**config.mk**
```make
export PLATFORM = sky130hd
export DESIGN_NAME = frame_stats_scanner
export DESIGN_NICKNAME = d
export VERILOG_FILES = /design/src/rtl/thermal_pkg.sv /design/src/rtl/frame_stats_scanner_minmax_accum.sv /design/src/rtl/frame_stats_scanner.sv
export SDC_FILE = /design/constraint.sdc
export NUM_CORES = 1
export LEC_CHECK = 0
export CAP_MARGIN = 25
export CORE_ASPECT_RATIO = 0.6
export CORE_UTILIZATION = 30
export CTS_CLUSTER_SIZE = 28
export DETAILED_ROUTE_END_ITERATION = 8
export SYNTH_ARGS = -nofsm -noshare
export SYNTH_HDL_FRONTEND = slang
export SYNTH_SLANG_ARGS = --single-unit
```
**constraint.sdc**
```tcl
create_clock -name i_clk -period 3.45 [get_ports i_clk]
set_input_delay 0.5175 -clock i_clk [delete_from_list [all_inputs] [get_ports i_clk]]
set_output_delay 0.5175 -clock i_clk [all_outputs]
set_load 0.02 [all_outputs]
```
**src/rtl/thermal_pkg.sv**
```systemverilog
// thermal_pkg: shared types and helpers for the thermal frame pipeline.
// Holds the frame-stats FSM state encoding and the signed extreme-value helpers
// used to seed the running min/max for any pixel width.
package thermal_pkg;

    typedef enum logic [2:0] {
        IDLE      = 3'd0,
        SCAN      = 3'd1,
        DRAIN     = 3'd2,
        REPORT    = 3'd3,
        WAIT_NORM = 3'd4
    } t_stats_state;

    localparam int STATS_DATAW = 16;

    // Largest two's complement value representable in 'width' bits.
    function automatic logic signed [63:0] smax_of(input int width);
        return (64'sd1 <<< (width - 1)) - 64'sd1;
    endfunction

    // Smallest two's complement value representable in 'width' bits.
    function automatic logic signed [63:0] smin_of(input int width);
        return -(64'sd1 <<< (width - 1));
    endfunction

endpackage

```
**src/rtl/frame_stats_scanner_minmax_accum.sv**
```systemverilog
// minmax_accum: running signed minimum/maximum over a stream of samples.
// 'clear' reseeds min with the largest value and max with the smallest value,
// so the first valid sample always replaces both.
module minmax_accum
    import thermal_pkg::*;
#(
    parameter int DATAW = STATS_DATAW
) (
    input  logic             clk,
    input  logic             rst_n,
    input  logic             clear,
    input  logic             sample_valid,
    input  logic [DATAW-1:0] sample,
    output logic [DATAW-1:0] run_min,
    output logic [DATAW-1:0] run_max
);

    localparam logic signed [DATAW-1:0] MIN_SEED = DATAW'(smax_of(DATAW));
    localparam logic signed [DATAW-1:0] MAX_SEED = DATAW'(smin_of(DATAW));

    logic signed [DATAW-1:0] lo_r;
    logic signed [DATAW-1:0] hi_r;
    logic signed [DATAW-1:0] sample_s;

    assign sample_s = sample;
    assign run_min  = lo_r;
    assign run_max  = hi_r;

    // Reseed on clear, otherwise fold each valid sample into min and max.
    always_ff @(posedge clk or negedge rst_n) begin
        if (!rst_n) begin
            lo_r <= MIN_SEED;
            hi_r <= MAX_SEED;
        end else if (clear) begin
            lo_r <= MIN_SEED;
            hi_r <= MAX_SEED;
        end else if (sample_valid) begin
            if (sample_s < lo_r) lo_r <= sample_s;
            if (sample_s > hi_r) hi_r <= sample_s;
        end
    end

endmodule

```
**src/rtl/frame_stats_scanner.sv**
```systemverilog
// frame_stats_scanner: scans one raw thermal frame from RAM, finds its signed
// min and max, and hands min/range to the normaliser with a one-cycle start.
// Optional feature macro: FRAME_STATS_RANGE_CLAMP_EN raises the range floor
// from 1 to MIN_RANGE to limit noise gain on flat scenes.
// Read handshake: o_rd_valid high with o_rd_addr is a request the RAM always
// accepts; its data appears on i_rd_data exactly RD_LATENCY cycles later.
module frame_stats_scanner
    import thermal_pkg::*;
#(
    parameter  int DATAW      = STATS_DATAW,
    parameter  int MAX_ADDR   = 768,
    parameter  int RD_LATENCY = 1,
    parameter  int MIN_RANGE  = 16,
    localparam int ADDRW      = $clog2(MAX_ADDR)
) (
    input  logic             i_clk,
    input  logic             i_rst_n,
    input  logic             i_frame_ready,
    output logic             o_rd_valid,
    output logic [ADDRW-1:0] o_rd_addr,
    input  logic [DATAW-1:0] i_rd_data,
    output logic             o_start,
    output logic [DATAW-1:0] o_min,
    output logic [DATAW-1:0] o_range,
    input  logic             i_norm_done,
    output logic             o_busy
);

`ifdef FRAME_STATS_RANGE_CLAMP_EN
    localparam bit CLAMP_EN = 1'b1;
`else
    localparam bit CLAMP_EN = 1'b0;
`endif

    localparam int                      DIFFW       = DATAW + 1;
    localparam logic [ADDRW-1:0]        ADDR_LAST   = ADDRW'(MAX_ADDR - 1);
    localparam logic signed [DIFFW-1:0] DIFF_SAT    = DIFFW'(smax_of(DATAW));
    // A floor of 1 keeps the normaliser divider away from zero; the clamp
    // option lifts that floor to MIN_RANGE.
    localparam logic [DATAW-1:0]        RANGE_FLOOR = CLAMP_EN ? DATAW'(MIN_RANGE) : DATAW'(1);

    typedef struct packed {
        t_stats_state          state;
        logic                  pending;  // frame arrived while busy
        logic [ADDRW-1:0]      addr;
        logic [RD_LATENCY-1:0] tag;      // in-flight read markers
        logic                  start;
        logic [DATAW-1:0]      min;
        logic [DATAW-1:0]      range;
    } t_regs;

    t_regs s_r;
    t_regs s_rin;

    logic                    acc_clear;
    logic                    sample_valid;
    logic [DATAW-1:0]        acc_min;
    logic [DATAW-1:0]        acc_max;
    logic signed [DIFFW-1:0] diff;
    logic [DATAW-1:0]        range_calc;

    assign sample_valid = s_r.tag[RD_LATENCY-1];

    minmax_accum #(
        .DATAW (DATAW)
    ) u_accum (
        .clk          (i_clk),
        .rst_n        (i_rst_n),
        .clear        (acc_clear),
        .sample_valid (sample_valid),
        .sample       (i_rd_data),
        .run_min      (acc_min),
        .run_max      (acc_max)
    );

    // Range from the running extremes: widen, saturate, then apply the floor.
    always_comb begin
        diff = DIFFW'($signed(acc_max)) - DIFFW'($signed(acc_min));
        if (diff > DIFF_SAT) begin
            range_calc = DATAW'(DIFF_SAT);
        end else begin
            range_calc = diff[DATAW-1:0];
        end
        if (range_calc < RANGE_FLOOR) begin
            range_calc = RANGE_FLOOR;
        end
    end

    // Next-state logic for the FSM, read tags and reported statistics.
    always_comb begin
        s_rin       = s_r;
        s_rin.start = 1'b0;
        acc_clear   = 1'b0;

        s_rin.tag[0] = (s_r.state == SCAN);
        for (int i = 1; i < RD_LATENCY; i++) begin
            s_rin.tag[i] = s_r.tag[i-1];
        end

        if (i_frame_ready && (s_r.state != IDLE)) begin
            s_rin.pending = 1'b1;
        end

        case (s_r.state)
            IDLE: begin
                if (i_frame_ready || s_r.pending) begin
                    s_rin.state   = SCAN;
                    s_rin.pending = 1'b0;
                    s_rin.addr    = '0;
                    acc_clear     = 1'b1;
                end
            end
            SCAN: begin
                if (s_r.addr == ADDR_LAST) begin
                    s_rin.state = DRAIN;
                    s_rin.addr  = '0;
                end else begin
                    s_rin.addr = s_r.addr + ADDRW'(1);
                end
            end
            DRAIN: begin
                // Leave once the last sample is being folded in this cycle.
                if (s_rin.tag == '0) begin
                    s_rin.state = REPORT;
                end
            end
            REPORT: begin
                s_rin.min   = acc_min;
                s_rin.range = range_calc;
                s_rin.start = 1'b1;
                s_rin.state = WAIT_NORM;
            end
            WAIT_NORM: begin
                if (i_norm_done) begin
                    s_rin.state = IDLE;
                end
            end
            default: begin
                s_rin.state = IDLE;
            end
        endcase
    end

    // State register.
    always_ff @(posedge i_clk or negedge i_rst_n) begin
        if (!i_rst_n) begin
            s_r <= '0;
        end else begin
            s_r <= s_rin;
        end
    end

    assign o_rd_valid = (s_r.state == SCAN);
    assign o_rd_addr  = s_r.addr;
    assign o_start    = s_r.start;
    assign o_min      = s_r.min;
    assign o_range    = s_r.range;
    assign o_busy     = (s_r.state != IDLE);

endmodule
```
-- Word-level counts from Yosys, hierarchy flattened
Index checks and enable logic that the tools add are counted.
W data, S select, Z words.
- bits in registers: 80
- output and inout bits: 45
- bits of input ports: 20
- magnitude comparators: 4
- add/subtract/negate cells: 2
- equality and inequality tests: 8
- reduce and logical (&&, ||, !) cells: 12
- muxes and demuxes: 19
- operators with widths (cell ; count):
    $mux W16 ; 8
    $mux W33 ; 1
    $pmux W10 S2 ; 1
    $gt A17 B16 Y1 const B ; 1
    $sub A16 B16 Y17 ; 1
    $gt A16 B16 Y1 ; 1
    $lt A16 B1 Y1 const B ; 1
    $lt A16 B16 Y1 ; 1
    $pmux W3 S5 ; 1
    $mux W14 ; 1
    $add A10 B1 Y10 const B ; 1
    $eq A10 B10 Y1 const B ; 1
    $mux W10 ; 1
    $reduce_bool A2 Y1 ; 4
    $eq A3 B2 Y1 const B ; 2
    $mux W3 ; 2
    $reduce_and A2 Y1 ; 3
    $mux W1 ; 4
    $ne A2 B2 Y1 const B ; 2
    $eq A3 B1 Y1 const B ; 1
    $eq A3 B3 Y1 const B ; 1
    $logic_not A3 Y1 ; 1
    $reduce_and A3 Y1 ; 1
    $reduce_bool A3 Y1 ; 1
    other kinds (3) ; 3

-- Depth between registers and ports, before layout
Gate-level depths: netlist of run 1.
- depth after elaboration: 6
- mapped depth: 12

-- Modules after synthesis
A second synthesis of run 1 with hierarchy kept.
- cells, all modules: 591
- area total of the unflattened synthesis: 5496.5 um2
- by module, submodules not included (module ; times used ; area an instance (um2) ; seq. area each (um2) ; cells an instance):
    frame_stats_scanner ; 1 ; 3119.2 ; 1201.2 ; 339
    minmax_accum ; 1 ; 2377.3 ; 820.8 ; 252

-- Worst setup path before layout of run 1
Ideal clock, no wire load.
- kind: flip-flop to flip-flop
- start: reg u_accum.lo_r[7] (netlist: u_accum.run_min[7])
- end: reg s_r (netlist bit o_range[0])
- cell stages (with the launch flop): 10
- setup slack: 0.818 ns
- data required time: 3.330 ns
- library setup time: 0.120 ns
- arrival: 2.512 ns
- cells stage by stage: dfstp_2 > inv_1 > ha_1 > a2111oi_4 > a21boi_2 > a2111oi_4 > o21ai_2 > a31oi_4 > a31oi_1 > a41o_1
- cells in the longest elaborated chain, start to end: 5
- RTL lines (what ; line ; text):
    from (decl) ; frame_stats_scanner_minmax_accum.sv:21 ; logic signed [DATAW-1:0] lo_r;
    from (signal assigned) ; frame_stats_scanner_minmax_accum.sv:38 ; if (sample_s < lo_r) lo_r <= sample_s;
    $sub A16 B16 Y17 (*) ; frame_stats_scanner.sv:78 ; diff = DIFFW'($signed(acc_max)) - DIFFW'($signed(acc_min));
    $gt A17 B16 Y1 ; frame_stats_scanner.sv:79 ; if (diff > DIFF_SAT) begin
    $mux W16 (*) ; frame_stats_scanner.sv:79 ;
    $lt A16 B1 Y1 ; frame_stats_scanner.sv:84 ; if (range_calc < RANGE_FLOOR) begin
    $mux W16 (*) ; frame_stats_scanner.sv:84 ;
    to (signal assigned) ; frame_stats_scanner.sv:149 ; s_r <= s_rin;
    to (decl) ; frame_stats_scanner.sv:52 ; t_regs s_r;
Every way passes the cells marked *; elsewhere a longest branch is shown, timed or not.
A chain may end at the register's enable or synchronous reset.

-- Worst setup path in the final report of run 1
- start: in i_rd_data[1]
- end: reg u_accum.hi_r[6] (netlist: u_accum.run_max[6])
- cells in the longest elaborated chain, start to end: 3
- RTL lines (what ; line ; text):
    from (decl) ; frame_stats_scanner.sv:21 ; input logic [DATAW-1:0] i_rd_data,
    $gt A16 B16 Y1 ; frame_stats_scanner_minmax_accum.sv:39 ; if (sample_s > hi_r) hi_r <= sample_s;
    $reduce_bool A2 Y1 (no source line) ; -- ;
    $reduce_and A2 Y1 (no source line) ; -- ;
    to (signal assigned) ; frame_stats_scanner_minmax_accum.sv:39 ;
    to (decl) ; frame_stats_scanner_minmax_accum.sv:22 ; logic signed [DATAW-1:0] hi_r;
No other way between the ends.

==> results, run 1 <==
- The endpoint of the lowest-slack register-to-register path is o_range[0].
- Timing would allow up to 325 MHz.
- Measured along the y axis, the die boundary spans 104 µm.
- By startpoint and endpoint, the worst setup path is classified as in -> reg.
- The most used flip-flop cell after synthesis is sky130_fd_sc_hd__dfrtp_1.
- In this run the worst hold path is classified as in -> async.
- The sum of overflow across all layers after global routing is 0.
- The maximum number of pins on one net before global-route repair is 81.
- At the worst endpoint, the arrival time is 3340 ps.
- The floorplan step set the die width to 172 µm.
- The worst path needs 3070 ps of the cycle, external delays included.
- In this run the cell area of the synthesized design comes to 0.00521 mm².
- The total count of hold-check failures in the final report was 0.
- The cell sitting at the root of the clock tree is a sky130_fd_sc_hd__clkbuf_16.
- The proportion of netlist area held by the largest area contributor is 0.308.
- The flow ran to the end, and the final reports show no timing, DRC or antenna violations.
- The number of antenna violations at the first check in global routing is 0.
- In this run the remaining antenna-violating nets after routing total 0.
- The wire length per cell is 17.2 µm.
- TritonCTS built the clock tree.
- The TritonCTS buffer count is 9.
- Counting both buffers and inverters, the worst setup path holds a total of 2.
- The net count reported at finish is 657.
- The global-route wire length before repair is 22500 µm.
- The quantity of hold-fixing buffers added after cts is 0.
- Setup repair after global routing left no endpoint under its margin.
- The kind of capture point of the worst setup path is a flip-flop.
- The via count of the first global-routing pass was 4078.
- Setup violations remaining at the end of the flow were counted as 0.
- Counting buffers and inverters, the worst setup path is 11 cells deep.
- In this run the critical register-to-register path is launched from u_accum.run_min[1].
- The synthesized area per cell is 9.25 µm².
- The die covers 0.0179 mm².
- The register-to-register path setup slack is 450 ps.
- Sorting the synthesized cells by how often they occur yields 64 x sky130_fd_sc_hd__dfrtp_1, 56 x sky130_fd_sc_hd__nand2_1, 48 x sky130_fd_sc_hd__ha_1.
- Along the worst path, the maximum fanout reaches 9.
- The number of synthesized register bits is 80.
- The count of boundary I/O pins is 65.
- At the end of routability-driven placement, the weighted congestion stood at 0.859.
- The worst slew margin relative to its limit is 0.454.
- The cell with the largest stage delay on the worst path is sky130_fd_sc_hd__nor4_2.
- The clock skew after layout is 7.54 ps.
- The count of max-cap constraint violations is 0.
- For this block, the routed nets add up to 14200 µm of wire.
- The total negative setup slack is 0 ps.
- The global-route usage over all layers is 0.166.
- The first-iteration detailed-routing DRC count is 314.
- The maximum single-stage delay on the critical path is 700 ps.
- The area growth from synthesis to layout is 18.2%.
- Synthesis produced 563 cells.
- Summed over all nets, the switching power comes to 2590 µW.
- The clock-pin slew on the worst setup and hold paths is 60 ps.
- By area the synthesized netlist is led by sky130_fd_sc_hd__dfrtp_1 31%, sky130_fd_sc_hd__ha_1 12%, sky130_fd_sc_hd__dfstp_2 8.1%.
- Of the total power, the share spent switching nets is 0.443.
- The sequential element share of the synthesized area is 0.388.
- sky130_fd_sc_hd__dfrtp_1 takes more of the synthesized area than any other cell.
- In this run the static leakage power is 0.00276 µW.
- Grouping stages by cell kind, the critical path spends the most delay in simple AND/OR/NAND/NOR gates.
- The required time reported for the critical path endpoint is 3710 ps.
- After detailed routing, the number of remaining DRC violations is 0.
- The net count after synthesis is 632.
- Once the clock tree was built, the setup fixing pass inserted 0 buffers.
- The via density per instance is 5.12.
- The share of total power dissipated in combinational logic is 0.549.
- Of the cells placed in the final design, the portion with a size suffix greater than 1 is 0.0995.
- The critical path goes through clkdlybuf4s50_1, ha_1, nor2b_1, o21a_1, o21a_1, o21bai_1, a21oi_1, nor4_2, buf_4, o21ai_0, a21oi_1.
- The number of distinct library cells after synthesis is 56.
- At the later pin of the worst-skew pair, clock insertion delay measures 340 ps.
- The count of buffers added on input and output ports is 64.
- The detailed-routing iteration count for the pre-antenna-repair pass is 5.
- The internal cell power is 3260 µW.
- The number of enable flip-flop cells after synthesis is 0.
- The utilization after layout is 0.371.
- The total half-perimeter wirelength after legalization and detailed placement is 11000 µm.
- The H-tree depth reported by CTS is 3.
- The final period utilization is 0.891.
- The count of synthesis-stage warnings from yosys is 0.
- The clock drives 80 sinks.
- The max-slew violation count is 0.
- The worst vdd rail ir drop is 0.000326 V.
- The starting density of the core is 0.314.
- The clock share of power is 0.169.
- Measured in cells, the most critical reg-to-reg path has a length of 10.
- The share of synthesized registers carrying an async set or reset is 1.00.
- The floorplan step defined a core boundary enclosing 0.0166 mm².
- The routed layout has 4206 vias.
- The startpoint type of the worst setup path is a primary input.
- The total power density per cell area is 950 mW/mm².
- Yosys instantiated no cell more often than sky130_fd_sc_hd__dfrtp_1.
- The maximum root-to-sink buffer count is 2.
- The share of total power dissipated in sequential elements is 0.282.
- The repair_antennas step left the layout with diodes totalling 0.
- After clock tree synthesis, the repair step resized 0 gates.
- At the pin with the least slew margin, the transition time is 813 ps.
- The floorplan has 36 rows.
placed cells by master, fill, tap and decap left out, types with 4 or more instances in the layout:
master,synthesis,final
sky130_fd_sc_hd__inv_1,41,41
sky130_fd_sc_hd__nand3_1,25,25
sky130_fd_sc_hd__clkbuf_16,0,9
sky130_fd_sc_hd__dfrtp_1,64,64
sky130_fd_sc_hd__o21ai_0,43,43
sky130_fd_sc_hd__a31oi_1,16,15
sky130_fd_sc_hd__xor2_1,11,11
sky130_fd_sc_hd__nand4_1,7,7
sky130_fd_sc_hd__ha_1,48,48
sky130_fd_sc_hd__nor2b_1,4,4
sky130_fd_sc_hd__a21o_1,15,15
sky130_fd_sc_hd__dfstp_2,16,16
sky130_fd_sc_hd__nand2_1,56,56
sky130_fd_sc_hd__clkdlybuf4s50_1,0,63
sky130_fd_sc_hd__o211ai_1,18,18
sky130_fd_sc_hd__buf_4,42,12
sky130_fd_sc_hd__o21a_1,5,5
sky130_fd_sc_hd__a21oi_1,28,28
sky130_fd_sc_hd__nor2_1,41,41
sky130_fd_sc_hd__xnor2_1,8,8
metrics by stage:
step / setup slack [ps] / total power, µW / std cells / area (µm²) / hold WS (ps)
global route: 223 / 6290 / 821 / 6150 / 9.49
CTS: 399 / 5860 / 820 / 6130 / 415
detailed placement: 50.3 / 4850 / 804 / 5820 / 471
floorplan: 818 / 3930 / 563 / 5210 / 222
global placement: 45.0 / 4730 / 803 / 5810 / 461
finish: 376 / 5850 / 821 / 6150 / 14.6
power groups by stage:
| stage | clock network [µW] | logic [µW] | registers (µW) |
|---|---|---|---|
| finish | 990 | 3210 | 1650 |
| global route | 1050 | 3540 | 1700 |
| CTS | 1010 | 3200 | 1650 |
| detailed placement | 0 | 3180 | 1660 |
| global placement | 0 | 3090 | 1640 |
| floorplan | 0 | 2380 | 1550 |
area by class of cell:
type                    instances  area, µm²
fillers                      1692      10400
flip-flops and latches         80       2020
repair buffers                 76        748
well taps                     228        285
inverters                      41        154
multi-input cells             380       2640
clock buffers                  12        256
clock inverters                 4       52.6
how the worst max path moves through the flow:
| stage | start | to | slack [ps] |
|---|---|---|---|
| after floorplan | u_accum.run_min[7] | o_range[0] | 820 |
| after global placement | i_rd_data[1] | u_accum.run_max[2] | 50 |
| after detailed placement | i_rd_data[1] | u_accum.run_max[4] | 50 |
| after CTS | i_rd_data[1] | u_accum.run_max[4] | 400 |
| after global routing | i_rd_data[1] | u_accum.run_max[6] | 220 |
| final | i_rd_data[1] | u_accum.run_max[6] | 380 |
cells by family (layout without fill, tap and decap cells):
logic type                 Yosys count  count (layout)  share of synthesized area
adders and majority gates           49              49                      0.119
DFF                                 80              80                      0.388
AOI/OAI and AO/OA                  153             153                      0.207
buffers and inverters              103             133                      0.107
muxes                                2               2                    0.00385
xor gates and xnor gates            19              19                     0.0320
and+or+nand+nor                    157             157                      0.143
registers in the layout, summed over array words and instances, names as in the netlist:
name / flops
sample_valid: 1
s_r: 4
u_accum.run_max: 16
o_start: 1
o_min: 16
o_rd_addr: 10
o_range: 16
u_accum.run_min: 16
layer usage:
layer | part of all wire | global-route usage | routed length [µm] | up-vias
met4 | 0.0077 | 0.0272 | 109 | 0
met1 | 0.51 | 0.254 | 7280 | 2052
li1 | - | - | - | 1999
met3 | 0.070 | 0.0487 | 994 | 13
met5 | 0 | 0 | 0 | -
met2 | 0.41 | 0.230 | 5770 | 142
(Power assumes the default switching activity.)
==> run 2: changes to the inputs <==
- CORE_MARGIN: default -> 2
- GPL_ROUTABILITY_DRIVEN: default -> 0
- RECOVER_POWER: default -> 25
==> results, run 2 (synthesis gave the netlist of run 1 again) <==
- The cell with the largest stage delay on the worst path is sky130_fd_sc_hd__nor4_2.
- The sum of overflow across all layers after global routing is 0 (unchanged).
- The final instance count without filler cells is 829 (+0.97%).
- The final period utilization was 0.868 (-0.0233).
- The TritonCTS buffer count was 9 (unchanged).
- The clock skew after layout is 12.0 ps (+4.51 ps).
- The first-iteration detailed-routing DRC count was 295 (-6.1%).
- The max-slew violation count is 69 (+69).
- The cell total after placement is 812 (+1.0%).
- TritonCTS built the clock tree.
- The placement row count was 37 (+2.8%).
- The die span in y is 106 µm (+1.9%).
- The number of antenna violations at the first check in global routing is 0 (unchanged).
- The leakage power was 0.00277 µW (+0.27%).
- The critical path in this run is classified as in -> reg.
- The number of buffer cells added on primary ports came to 64 (unchanged).
- The kind of capture point of the worst setup path is a flip-flop.
- The total of cells resized after clock tree synthesis came to 0 (unchanged).
- The area of the placeable core is 0.0171 mm² (+3.1%).
- The most common library cell in the layout ignoring fill and taps is sky130_fd_sc_hd__dfrtp_1.
- The total power density per cell area is 951 mW/mm² (+0.12%).
- The required time reported for the critical path endpoint is 3720 ps (about the same).
- The path category of the worst min-delay check is in -> async.
- The total half-perimeter wirelength after legalization and detailed placement is 11100 µm (+0.70%).
- In the layout the commonest cells are 64 x sky130_fd_sc_hd__dfrtp_1, 63 x sky130_fd_sc_hd__clkdlybuf4s50_1, 56 x sky130_fd_sc_hd__nand2_1.
- The dominant delay contributor by cell family on the critical path is compound AO/OA/AOI/OAI gates.
- The starting density of the core was 0.305 (-0.00932).
- The die span in x is 174 µm (+1.2%).
- The latest clock arrival within the worst-skew pair is 350 ps (about the same).
- The count of clock tree sinks was 80 (unchanged).
- The worst endpoint data arrival time is 3260 ps (-80 ps).
- The startpoint type of the worst setup path is a primary input.
- The remaining antenna violation count was 0 (unchanged).
- The maximum root-to-sink buffer count was 2 (unchanged).
- The count of max-cap constraint violations is 1 (+1).
- The global-route usage over all layers was 0.158 (-0.00793).
- The total buffers and inverters traversed by the critical path was 2 (unchanged).
- The area of all sequential standard cells was 0.00202 mm² (unchanged).
- The wire length per cell is 17.0 µm (-1.5%).
- The worst vdd rail ir drop is 0.000363 V (+12%).
- The total routed wirelength is 14100 µm (-0.52%).
- The worst slew margin relative to its limit came to -0.153 (-0.606).
- The largest fanout on the critical path came to 9 (unchanged).
- The final count of negative-setup-slack endpoints is 0 (unchanged).
- The net count reported at finish is 659 (+0.30%).
- The signed area change from the synthesized netlist to the final layout is 18.2% (about the same).
- The fraction of layout cells with a size suffix above 1 is 0.103 (+0.00303).
- The minimum period implied by the final worst setup slack came to 2990 ps (-80.4 ps).
- The quantity of hold-fixing buffers added after cts is 0 (unchanged).
- The routed via count came to 4163 (-1.0%).
- The via density per instance was 5.02 (-2.0%).
- The slew at the pin closest to its max-slew limit is 1730 ps (+916 ps).
- The detailed-routing iteration count for the pre-antenna-repair pass is 4 (-1).
- The H-tree depth reported by CTS is 3 (unchanged).
- The final reports fail on max-capacitance violations, max-slew violations.
- The via count of the first global-routing pass was 4018 (-1.5%).
- The global-route wire length before repair is 22700 µm (+0.83%).
- The total area of multi-input combinational cells is 0.00264 mm² (unchanged).
- The count of boundary I/O pins was 65 (unchanged).
- The total setup buffers inserted after CTS is 0 (unchanged).
- The total inserted antenna cells is 0 (unchanged).
- The maximum number of pins on one net before global-route repair is 81 (unchanged).
- The full die area is 0.0185 mm² (+3.1%).
- The DRC violation count after routing came to 0 (unchanged).
- Setup repair after global routing left no endpoint under its margin.
- The clock-pin slew on the worst setup and hold paths came to 60 ps (about the same).
- The total negative setup slack is 0 ps (unchanged).
- The CTS root buffer is sky130_fd_sc_hd__clkbuf_16.
- The count of fill cells added during filler insertion is 1748 (+3.3%).
- The maximum single-stage delay on the critical path is 620 ps (-80 ps).
- The total count of hold-check failures in the final report is 0 (unchanged).
- The maximum clock rate is 334 MHz (+2.7%).
- The flow ran to the end, but the final reports show violations.
- Traced cell by cell, the critical path runs through clkdlybuf4s50_1, ha_1, nor2b_1, o21a_1, o21a_1, o21bai_1, a21oi_1, nor4_2, buf_4, o21ai_0, a21oi_1.
-- run 2: cell count changes in the layout (fill, tap and decap cells not counted), sizes merged --
cell,before,now
clkbuf,12,11
clkinv,0,1
inv,41,45
clkinvlp,3,1
-- run 2: area by class of cell --
| class | count | area share |
|---|---|---|
| multi-input cells | 380 | 0.428 |
| clock inverters | 7 | 0.0140 |
| flip-flops and latches | 80 | 0.329 |
| clock buffers | 9 | 0.0366 |
| well taps | 234 | 0.0476 |
| repair buffers | 78 | 0.120 |
| inverters | 41 | 0.0250 |
-- run 2: worst register-to-register path, stage by stage, from the launching register on --
cell and delay [ps]:
sky130_fd_sc_hd__dfstp_2 540, sky130_fd_sc_hd__inv_1 100, sky130_fd_sc_hd__ha_1 300, sky130_fd_sc_hd__nor2b_1 140, sky130_fd_sc_hd__o2111ai_1 260, sky130_fd_sc_hd__nand3_1 260
sky130_fd_sc_hd__a41oi_1 370, sky130_fd_sc_hd__xnor2_1 220, sky130_fd_sc_hd__nand4_1 130, sky130_fd_sc_hd__nor4b_1 360, sky130_fd_sc_hd__a41o_1 220
-- run 2: final timing paths --
kind	from	to	slack, ps	depth (start not counted)
min reg2reg	o_min[12]	o_min[12]	480	2
max reg2reg	u_accum.run_min[1]	o_range[0]	480	10
min in group i_clk	o_min[12]	o_min[12]	480	2
max	i_rd_data[1]	u_accum.run_max[9]	460	11
min	i_rst_n	o_min[12]	160	1
max in group asynchronous	i_rst_n	u_accum.run_max[10]	1190	2
-- run 2: power breakdown --
group	internal, µW	switching [µW]
combinational	1290	1920
clock	577	432
sequential	1370	266
-- run 2: routing by layer --
| metal | wire length (µm) | track usage | share of wire | up-vias |
|---|---|---|---|---|
| met4 | 101 | 0.0342 | 0.0072 | 0 |
| met3 | 887 | 0.0354 | 0.063 | 7 |
| met5 | 0 | 0 | 0 | - |
| li1 | - | - | - | 1999 |
| met2 | 5410 | 0.209 | 0.38 | 144 |
| met1 | 7680 | 0.254 | 0.55 | 2013 |
-- run 2: stage by stage --
| stage | util | area (µm²) | hold slack (ps) | total power [µW] | setup WS (ps) |
|---|---|---|---|---|---|
| floorplan | - | 5210 | 222 | 3930 | 818 |
| global placement | 0.341 | 5830 | 467 | 4740 | 14.0 |
| detailed placement | 0.342 | 5840 | 472 | 4850 | 161 |
| CTS | 0.360 | 6150 | 404 | 5890 | 490 |
| global route | 0.360 | 6150 | 221 | 6290 | 165 |
| finish | 0.360 | 6150 | 162 | 5850 | 457 |
==> run 3: changes to the inputs <==
- CORE_MARGIN: 2 -> default
==> results, run 3 (synthesis gave the netlist of run 1 again) <==
- The total half-perimeter wirelength after legalization and detailed placement came to 10700 µm (-3.4%).
- The wire length per cell came to 17.0 µm (+0.34%).
- The total area of multi-input combinational cells is 0.00264 mm² (unchanged).
- The clock-pin slew on the worst setup and hold paths came to 60 ps (about the same).
- The H-tree depth reported by CTS is 3 (unchanged).
- The via density per instance is 5.09 (+1.4%).
- The area of the placeable core is 0.0166 mm² (-3.0%).
- The global-route wire length before repair is 22500 µm (-0.76%).
- The worst slew margin relative to its limit came to -0.00789 (+0.145).
- The required time reported for the critical path endpoint is 3700 ps (-20 ps).
- The count of fill cells added during filler insertion came to 1695 (-3.0%).
- The placement row count is 36 (-2.7%).
- The slew at the pin closest to its max-slew limit is 1510 ps (-217 ps).
- The TritonCTS buffer count is 9 (unchanged).
- The via count of the first global-routing pass is 4134 (+2.9%).
- The cell total after placement is 803 (-1.1%).
- The sum of overflow across all layers after global routing is 0 (unchanged).
- The CTS root buffer is sky130_fd_sc_hd__clkbuf_16.
- The number of antenna violations at the first check in global routing is 0 (unchanged).
- The total of cells resized after clock tree synthesis is 0 (unchanged).
- The placed instance area is 0.00581 mm² (-0.51%).
- The total inserted antenna cells is 0 (unchanged).
- The detailed-routing iteration count for the pre-antenna-repair pass is 5 (+1).
- The final period utilization came to 0.878 (+0.00999).
- The starting density of the core is 0.314 (+0.00932).
- The latest clock arrival within the worst-skew pair came to 340 ps (about the same).
- The routed via count is 4174 (+0.26%).
- The clock skew after layout is 8.04 ps (-4.01 ps).
- The total count of hold-check failures in the final report is 0 (unchanged).
- The most common library cell in the layout ignoring fill and taps is sky130_fd_sc_hd__dfrtp_1.
- The first-iteration detailed-routing DRC count came to 274 (-7.1%).
- The final count of negative-setup-slack endpoints is 0 (unchanged).
- The checks that failed: max-capacitance violations, max-slew violations.
- The full die area is 0.0179 mm² (-3.0%).
- The total setup buffers inserted after CTS is 0 (unchanged).
- The global-route usage over all layers is 0.164 (+0.00577).
- The largest fanout on the critical path came to 9 (unchanged).
- The count of max-cap constraint violations is 1 (unchanged).
- The final instance count without filler cells is 820 (-1.1%).
- The leakage power is 0.00274 µW (-1.1%).
- The DRC violation count after routing is 0 (unchanged).
- The critical path class is in -> reg.
- The count of boundary I/O pins is 65 (unchanged).
- The total power density per cell area came to 948 mW/mm² (-0.35%).
- The utilization after layout is 0.368 (+0.00754).
- The total routed wirelength was 14000 µm (-0.75%).
- The max-slew violation count is 61 (-12%).
- In the layout the commonest cells are 64 x sky130_fd_sc_hd__dfrtp_1, 63 x sky130_fd_sc_hd__clkdlybuf4s50_1, 56 x sky130_fd_sc_hd__nand2_1.
- Setup repair after global routing left no endpoint under its margin.
- The startpoint type of the worst setup path is a primary input.
- The fraction of layout cells with a size suffix above 1 is 0.0929 (-0.00962).
- The die span in y came to 104 µm (-1.9%).
- The total negative setup slack is 0 ps (unchanged).
- The signed area change from the synthesized netlist to the final layout is 17.1%.
- The worst vdd rail ir drop is 0.000332 V (-8.7%).
- The run finished, with violations left.
- The remaining antenna violation count is 0 (unchanged).
- The maximum number of pins on one net before global-route repair is 81 (unchanged).
- The quantity of hold-fixing buffers added after cts is 0 (unchanged).
- The worst endpoint data arrival time is 3280 ps (+20 ps).
- The tightest min-delay check is of the in -> async type.
- The CTS tree is yes.
- The worst setup path is captured at a flip-flop.
- The post-route total power is 5780 µW (-1.3%).
- The number of buffer cells added on primary ports was 64 (unchanged).
- The maximum clock rate is 330 MHz (-1.1%).
- The maximum root-to-sink buffer count is 2 (unchanged).
- The die span in x is 172 µm (-1.1%).
- The summed area of non-filler cells in the final layout is 0.00609 mm² (-0.94%).
- The minimum period implied by the final worst setup slack is 3030 ps (+34.5 ps).
- The net count reported at finish is 656 (-0.46%).
- The area of all sequential standard cells came to 0.00202 mm² (unchanged).
- The worst reg-to-reg path cell count is 9 (-1).
- The count of clock tree sinks came to 80 (unchanged).
-- run 3: cell types whose count changed in the layout (fill, tap and decap cells not counted) --
cell                       before  now
sky130_fd_sc_hd__clkbuf_1       1    4
sky130_fd_sc_hd__clkinv_2       0    2
sky130_fd_sc_hd__clkinv_4       1    0
sky130_fd_sc_hd__inv_8          2    0
sky130_fd_sc_hd__inv_6          2    0
sky130_fd_sc_hd__buf_4         13   10
-- run 3: report_power, final --
part	leakage (µW)	internal, µW	switching (µW)
Sequential	0.000961	1370	268
Clock	0.000137	559	380
Combinational	0.00164	1280	1920
Total	0.00274	3210	2570
-- run 3: layout make-up --
cell class,instances,area share
clock inverters,4,0.00780
repair buffers,75,0.117
inverters,41,0.0253
well taps,228,0.0468
clock buffers,12,0.0388
multi-input cells,380,0.432
flip-flops and latches,80,0.332
-- run 3: stage by stage --
step	setup WS [ps]	hold slack [ps]
3_5_place_dp	129	471
3_3_place_gp	29.4	463
4_1_cts	490	408
2_1_floorplan	818	222
6_report	422	369
5_1_grt	224	474
-- run 3: critical path, cell delays in order --
cell and delay (ps):
sky130_fd_sc_hd__clkdlybuf4s50_1 490, sky130_fd_sc_hd__ha_1 350, sky130_fd_sc_hd__nor2b_1 140, sky130_fd_sc_hd__o21a_1 160
sky130_fd_sc_hd__o21a_1 160, sky130_fd_sc_hd__o21bai_1 120, sky130_fd_sc_hd__a21oi_1 140, sky130_fd_sc_hd__nor4_2 640
sky130_fd_sc_hd__buf_4 280, sky130_fd_sc_hd__o21ai_0 90, sky130_fd_sc_hd__a21oi_1 180
-- run 3: per-layer routing --
layer  global-route usage  part of all wire  wire (µm)
met5                    0                 0          0
met4               0.0373             0.016        224
met3               0.0498             0.084       1170
met2                0.217              0.38       5370
met1                0.253              0.52       7210
-- run 3: worst paths after layout --
| kind | to | start | slack [ps] |
|---|---|---|---|
| min in group i_clk | o_min[7] | o_min[7] | 480 |
| worst min register to register | o_min[7] | o_min[7] | 480 |
| worst min-delay path | o_min[7] | i_rst_n | 370 |
| worst max register to register | o_range[0] | u_accum.run_min[7] | 470 |
| max in group asynchronous | o_range[3] | i_rst_n | 1030 |
| worst max-delay path | u_accum.run_max[9] | i_rd_data[1] | 420 |
==> RTL change 1 (config.mk and constraints of run 1) <==
Set the parameter `MAX_ADDR` to 384 (it was 768).
--- a/src/rtl/frame_stats_scanner.sv
+++ b/src/rtl/frame_stats_scanner.sv
@@ -8,7 +8,7 @@
     import thermal_pkg::*;
 #(
     parameter  int DATAW      = STATS_DATAW,
-    parameter  int MAX_ADDR   = 768,
+    parameter  int MAX_ADDR   = 384,
     parameter  int RD_LATENCY = 1,
     parameter  int MIN_RANGE  = 16,
     localparam int ADDRW      = $clog2(MAX_ADDR)
Interface: changed (resized o_rd_addr); port bits go from 65 to 64. The function was not compared with the original's and may differ.
==> RTL change 1 against run 1 <==
Cell area grew 4.3%; synthesized cell count increased by 7.1%; critical path depth shrank 1; setup slack got worse by 150 ps; total power is 9.7% higher; sequential cell count down 1; synthesized area rose by 3.4%; wire length increased by 8.6%; global-route usage grew 0.41 points.
==> RTL change 1: results (changes against run 1) <==
Run status
  • Status: finished clean

Synthesis
  • Ys Warns: 0 (unchanged)
  • Post-synthesis cell type count: 60 (+7.1%)
  • Post-synthesis mux area share: 0% (-0.38 points)
  • Post-Syn Nets: 672 (+6.3%)
  • Adder-cell share of the synthesized area: 11.5% (-0.39 points)
  • Asr flop ratio synth: 100% (unchanged)
  • Compound-Gate Fraction of Synth Area: 22.2% (+1.5 points)
  • Synth cell count leaders: dfrtp_1, ha_1, nand3_1
  • Area contributors post-synth: dfrtp_1, ha_1, dfstp_2, buf_4, nand3_1
  • Register area share after synthesis: 37.1% (-1.7 points)
  • Post-synthesis area per instance: 8.93 um2 (-3.5%)
  • XOR/XNOR share of the synthesized area: 1.46% (-1.7 points)
  • Synth top area share: 29.3% (-1.5 points)

Worst setup path
  • Cells on worst reg2reg path: 10 (unchanged)
  • R2r setup slk: 230 ps (-220 ps)
  • Critical path fanouts, max: 4 (-5)
  • WP data arrival: 3460 ps (+120 ps)

Finish
  • Layout cells sized above 1: 9.58% (-0.37 points)
  • Final std cells w/o fill: 871 (+6.1%)
  • Fillers: 1751 (+3.5%)
  • Nets: 701 (+6.7%)
  • Number of diodes: 0 (unchanged)
  • Area occupied by registers: 2000 um2 (-1.2%)

Place
  • Pre-CTS WS: 214 ps (+164 ps)
  • Post-DP Area: 6070 um2 (+4.3%)
  • # placed instances: 854 (+6.2%)
  • Post-DP HPWL: 11.6 mm (+5.5%)
  • PortBufs: 63 (-1.6%)
  • Placer Congestion: 0.924 (+7.6%)

GRT
  • First-pass GRT wire length: 24.6 mm (+9.1%)
  • Maximum number of pins on one net before global-route repair: 80 (-1.2%)
  • Met3 Usage GRT: 4.80% (-0.073 points)
  • GRT busiest layer: met1
  • GRT Util Overall: 17.0% (+0.41 points)
  • Vias in the first global route: 4502 (+10%)
  • Global routing usage on met1: 25.6% (+0.24 points)
  • Initial antenna violation count: 0 (unchanged)
  • M2 GR Usage: 24.0% (+1.0 points)

CTS
  • Post-CTS setup buffer count: 0 (unchanged)
  • CTS Buf Count: 9 (unchanged)
  • Cts repair resizes: 0 (unchanged)
  • Root Buffer Master: clkbuf_16
  • Clock input transition at the sequential cells of the worst setup and hold paths: 60 ps (about the same)
  • Max clock buf depth: 2 (unchanged)
  • CTS H-tree lvls: 3 (unchanged)
  • Latest clock arrival within the worst-skew pair: 330 ps

STA
  • Slew at the pin with the worst max-slew slack: 832 ps (+19.7 ps)
  • Post-layout minimum cycle time: 3220 ps (+151 ps)
  • Hold WS: 112 ps (+97.5 ps)
  • Worst Clk Skew: 3.84 ps (-3.69 ps)

Drt
  • Starting DRT DRC Count: 295 (-6.1%)
  • DRT Pass-1 Iters: 5 (unchanged)
  • Wire length per cell: 17.6 um (+2.3%)
  • Via/cell ratio: 5.39 (+5.2%)

Power
  • Leakage power: 2.89 nW (+5.0%)
  • Peak VDD IR: 0.000402 V (+23%)

Min path
  • HP Class: primary input to async pin
-- RTL change 1: per-layer routing --
metal  wire, um  share of wire, %
met5          0                 0
met4         85              0.55
met3       1140               7.4
met2       6190                40
met1       7950                52
-- RTL change 1: cell type report --
type / count / area share, %
timing repair buffer: 83 / 13.0
sequential: 79 / 31.1
inverter: 47 / 2.75
clock buffer: 9 / 3.51
tap: 234 / 4.56
clock inverter: 7 / 1.52
multi-input combinational: 412 / 43.5
-- RTL change 1: report_power, final --
part | total (mW) | leakage, nW | switching [mW] | internal, mW
sequential | 1.66 | 0.946 | 0.276 | 1.39
clock | 1.04 | 0.152 | 0.406 | 0.635
combinational | 3.71 | 1.80 | 2.19 | 1.53
-- RTL change 1: worst paths after layout --
path | startpoint | to
max | u_accum.run_min[0]$_DFFE_PN1P_ | o_range[0]$_DFFE_PN0P_
min | i_rst_n | o_min[5]$_DFFE_PN0P_
max reg2reg | u_accum.run_min[0]$_DFFE_PN1P_ | o_range[0]$_DFFE_PN0P_
min reg2reg | o_min[2]$_DFFE_PN0P_ | o_min[2]$_DFFE_PN0P_
max in group asynchronous | i_rst_n | u_accum.run_min[13]$_DFFE_PN1P_
min in group i_clk | o_min[2]$_DFFE_PN0P_ | o_min[2]$_DFFE_PN0P_
-- RTL change 1: critical path, cell delays in order (launching register included) --
cell and delay [ps]:
dfstp_2 410, ha_1 270, fa_1 430, nand2b_1 210, a2111oi_0 610, buf_4 230
o211ai_1 160, a21oi_1 250, o22ai_1 110, nand4b_1 220, o31ai_1 240
-- RTL change 1: kinds of logic (layout without fill, tap and decap cells) --
kind of cell	after synthesis	in the layout
buf+inv	112	146
xor+xnor	9	9
compound gates	180	180
simple gates	174	174
fa+ha+maj	49	49
flops	79	79
==> RTL change 2 (flow settings as in run 1) <==
Made on the original files. Make the reset (`i_rst_n` and `rst_n`) synchronous in 2 clocked blocks.
--- a/src/rtl/frame_stats_scanner_minmax_accum.sv
+++ b/src/rtl/frame_stats_scanner_minmax_accum.sv
@@ -27,7 +27,7 @@
     assign run_max  = hi_r;
 
     // Reseed on clear, otherwise fold each valid sample into min and max.
-    always_ff @(posedge clk or negedge rst_n) begin
+    always_ff @(posedge clk) begin
         if (!rst_n) begin
             lo_r <= MIN_SEED;
             hi_r <= MAX_SEED;
--- a/src/rtl/frame_stats_scanner.sv
+++ b/src/rtl/frame_stats_scanner.sv
@@ -142,7 +142,7 @@
     end
 
     // State register.
-    always_ff @(posedge i_clk or negedge i_rst_n) begin
+    always_ff @(posedge i_clk) begin
         if (!i_rst_n) begin
             s_r <= '0;
         end else begin
Formal check against the unedited RTL: differs if i_rst_n is asserted again (counterexample within 4 cycles, from zero or initial values and one cycle with i_rst_n low); with i_rst_n held inactive, the same outputs for 10 cycles.
==> RTL change 2 against run 1 <==
Non-clock buffer count increased by 1; register-to-register slack got worse by 30 ps; setup slack improved by 40 ps; first-iteration DRC count decreased by 2.5%; global-route usage decreased by 0.64 points; sequential cell count unchanged; wire length decreased by 8.6%; cell area decreased by 5.6%; synthesized area decreased by 6.1%; largest cell class unchanged; highest routed layer unchanged.
Power is not compared: it rests on default switching activity, and its combinational part moved more than twofold at a synthesized area within 25%.
==> RTL change 2: results (changes against run 1) <==
Worst setup path
  • R2r setup slk: 420 ps (-30 ps)
  • Critical path's largest stage delay: 390 ps (-310 ps)
  • Critical-path top delay cell: fa_1
  • Critical path fanouts, max: 5 (-4)
  • Cells on worst reg2reg path: 11 (+1)
  • WS Path Type: flip-flop to flip-flop
  • WP data arrival: 3320 ps (-20 ps)

GRT
  • First-pass GRT wire length: 20.9 mm (-7.2%)
  • Global routing usage on met1: 24.0% (-1.3 points)
  • Met3 Usage GRT: 3.85% (-1.0 points)
  • M2 GR Usage: 22.6% (-0.33 points)
  • Maximum number of pins on one net before global-route repair: 46 (-43%)
  • Vias in the first global route: 3955 (-3.0%)
  • GRT Util Overall: 16.0% (-0.64 points)

Place
  • Post-DP HPWL: 10.3 mm (-6.8%)
  • Placer Congestion: 0.867 (+0.98%)
  • # placed instances: 813 (+1.1%)
  • Pre-CTS WS: 232 ps (+182 ps)

STA
  • Max_slew headroom: 57.9% (+12 points)
  • Final period util: 87.9% (-1.2 points)

Drt
  • Starting DRT DRC Count: 306 (-2.5%)
  • WL final: 12.9 mm (-8.6%)

Synthesis
  • Synth cell count leaders: dfxtp_1, nand2_1, ha_1
  • Register area share after synthesis: 32.8% (-6.1 points)
  • Post-Syn Nets: 665 (+5.2%)
  • Asr flop ratio synth: 0% (-100 points)
  • Post-synthesis cell type count: 59 (+5.4%)

Finish
  • Nets: 690 (+5.0%)
  • Layout cells sized above 1: 8.95% (-1.0 points)

Min path
  • HP Class: flip-flop to flip-flop

Run status
  • Status: finished clean
==> RTL change 2: cell count changes in the layout (fill, tap and decap cells not counted), moves of 6 or more <==
cell and delta:
dfstp_2 -16, a31oi_1 -12, nand2_1 +20, a21oi_1 +14
nor3_1 +6, a21oi_2 +10, dfrtp_1 -64, dfxtp_1 +80
nor2_1 -7
==> RTL change 2: power by group <==
| part | switching, mW | leakage [nW] | internal, mW | total (mW) |
|---|---|---|---|---|
| registers | 0.0483 | 0.648 | 0.987 | 1.03 |
| clock network | 0.442 | 0.160 | 0.650 | 1.09 |
| logic | 0.341 | 1.50 | 0.237 | 0.578 |
==> RTL change 2: worst min path at each step <==
stage                                           from                     end  slack (ps)  cells past startpoint
floorplan           u_accum.run_min[10]$_SDFFE_PP1P_  o_min[10]$_SDFFE_PN0P_         430                      2
global placement               o_min[5]$_SDFFE_PN0P_   o_min[5]$_SDFFE_PN0P_         450                      2
detailed placement  u_accum.run_min[15]$_SDFFE_PP0P_  o_min[15]$_SDFFE_PN0P_         450                      2
CTS                            o_min[0]$_SDFFE_PN0P_   o_min[0]$_SDFFE_PN0P_         460                      2
global route                   o_min[1]$_SDFFE_PN0P_   o_min[1]$_SDFFE_PN0P_         470                      2
finish              u_accum.run_min[15]$_SDFFE_PP0P_  o_min[15]$_SDFFE_PN0P_         460                      2
==> RTL change 2: kinds of logic (layout without fill, tap and decap cells) <==
group | Yosys count | after routing | share of synthesized area [%]
compound gates | 162 | 162 | 21.8
simple gates | 184 | 184 | 18.2
xor+xnor | 17 | 17 | 3.05
fa+ha+maj | 49 | 49 | 12.7
flops | 80 | 80 | 32.8
buf+inv | 104 | 134 | 11.5
==> RTL change 2: metrics by stage <==
stage,util [%],instance area [um2]
3_3_place_gp,35.0,5480
5_1_grt,37.2,5810
6_report,37.2,5810
3_5_place_dp,35.0,5480
2_1_floorplan,-,4890
4_1_cts,37.2,5810
==> RTL change 2: per-layer routing <==
metal / up-vias / part of all wire (%)
met4: 0 / 0.60
met1: 1937 / 54
li1: 2119 / -
met5: - / 0
met2: 127 / 39
met3: 11 / 5.8
==> RTL change 2: layout make-up <==
cell class | count | area, um2
clock inverters | 7 | 108
flip-flops and latches | 80 | 1600
inverters | 41 | 154
fillers | 1582 | 9820
repair buffers | 77 | 738
clock buffers | 9 | 225
multi-input cells | 412 | 2730
well taps | 203 | 254
==> RTL change 2: critical path: cells and delay by family, from the launching register on <==
family	cells	cell delay (ps)
AO/OA/AOI/OAI	5	1460
adder cells (fa/ha/maj)	2	590
buffers and inverters	1	60
flip-flops	1	360
AND/OR/NAND/NOR	3	510
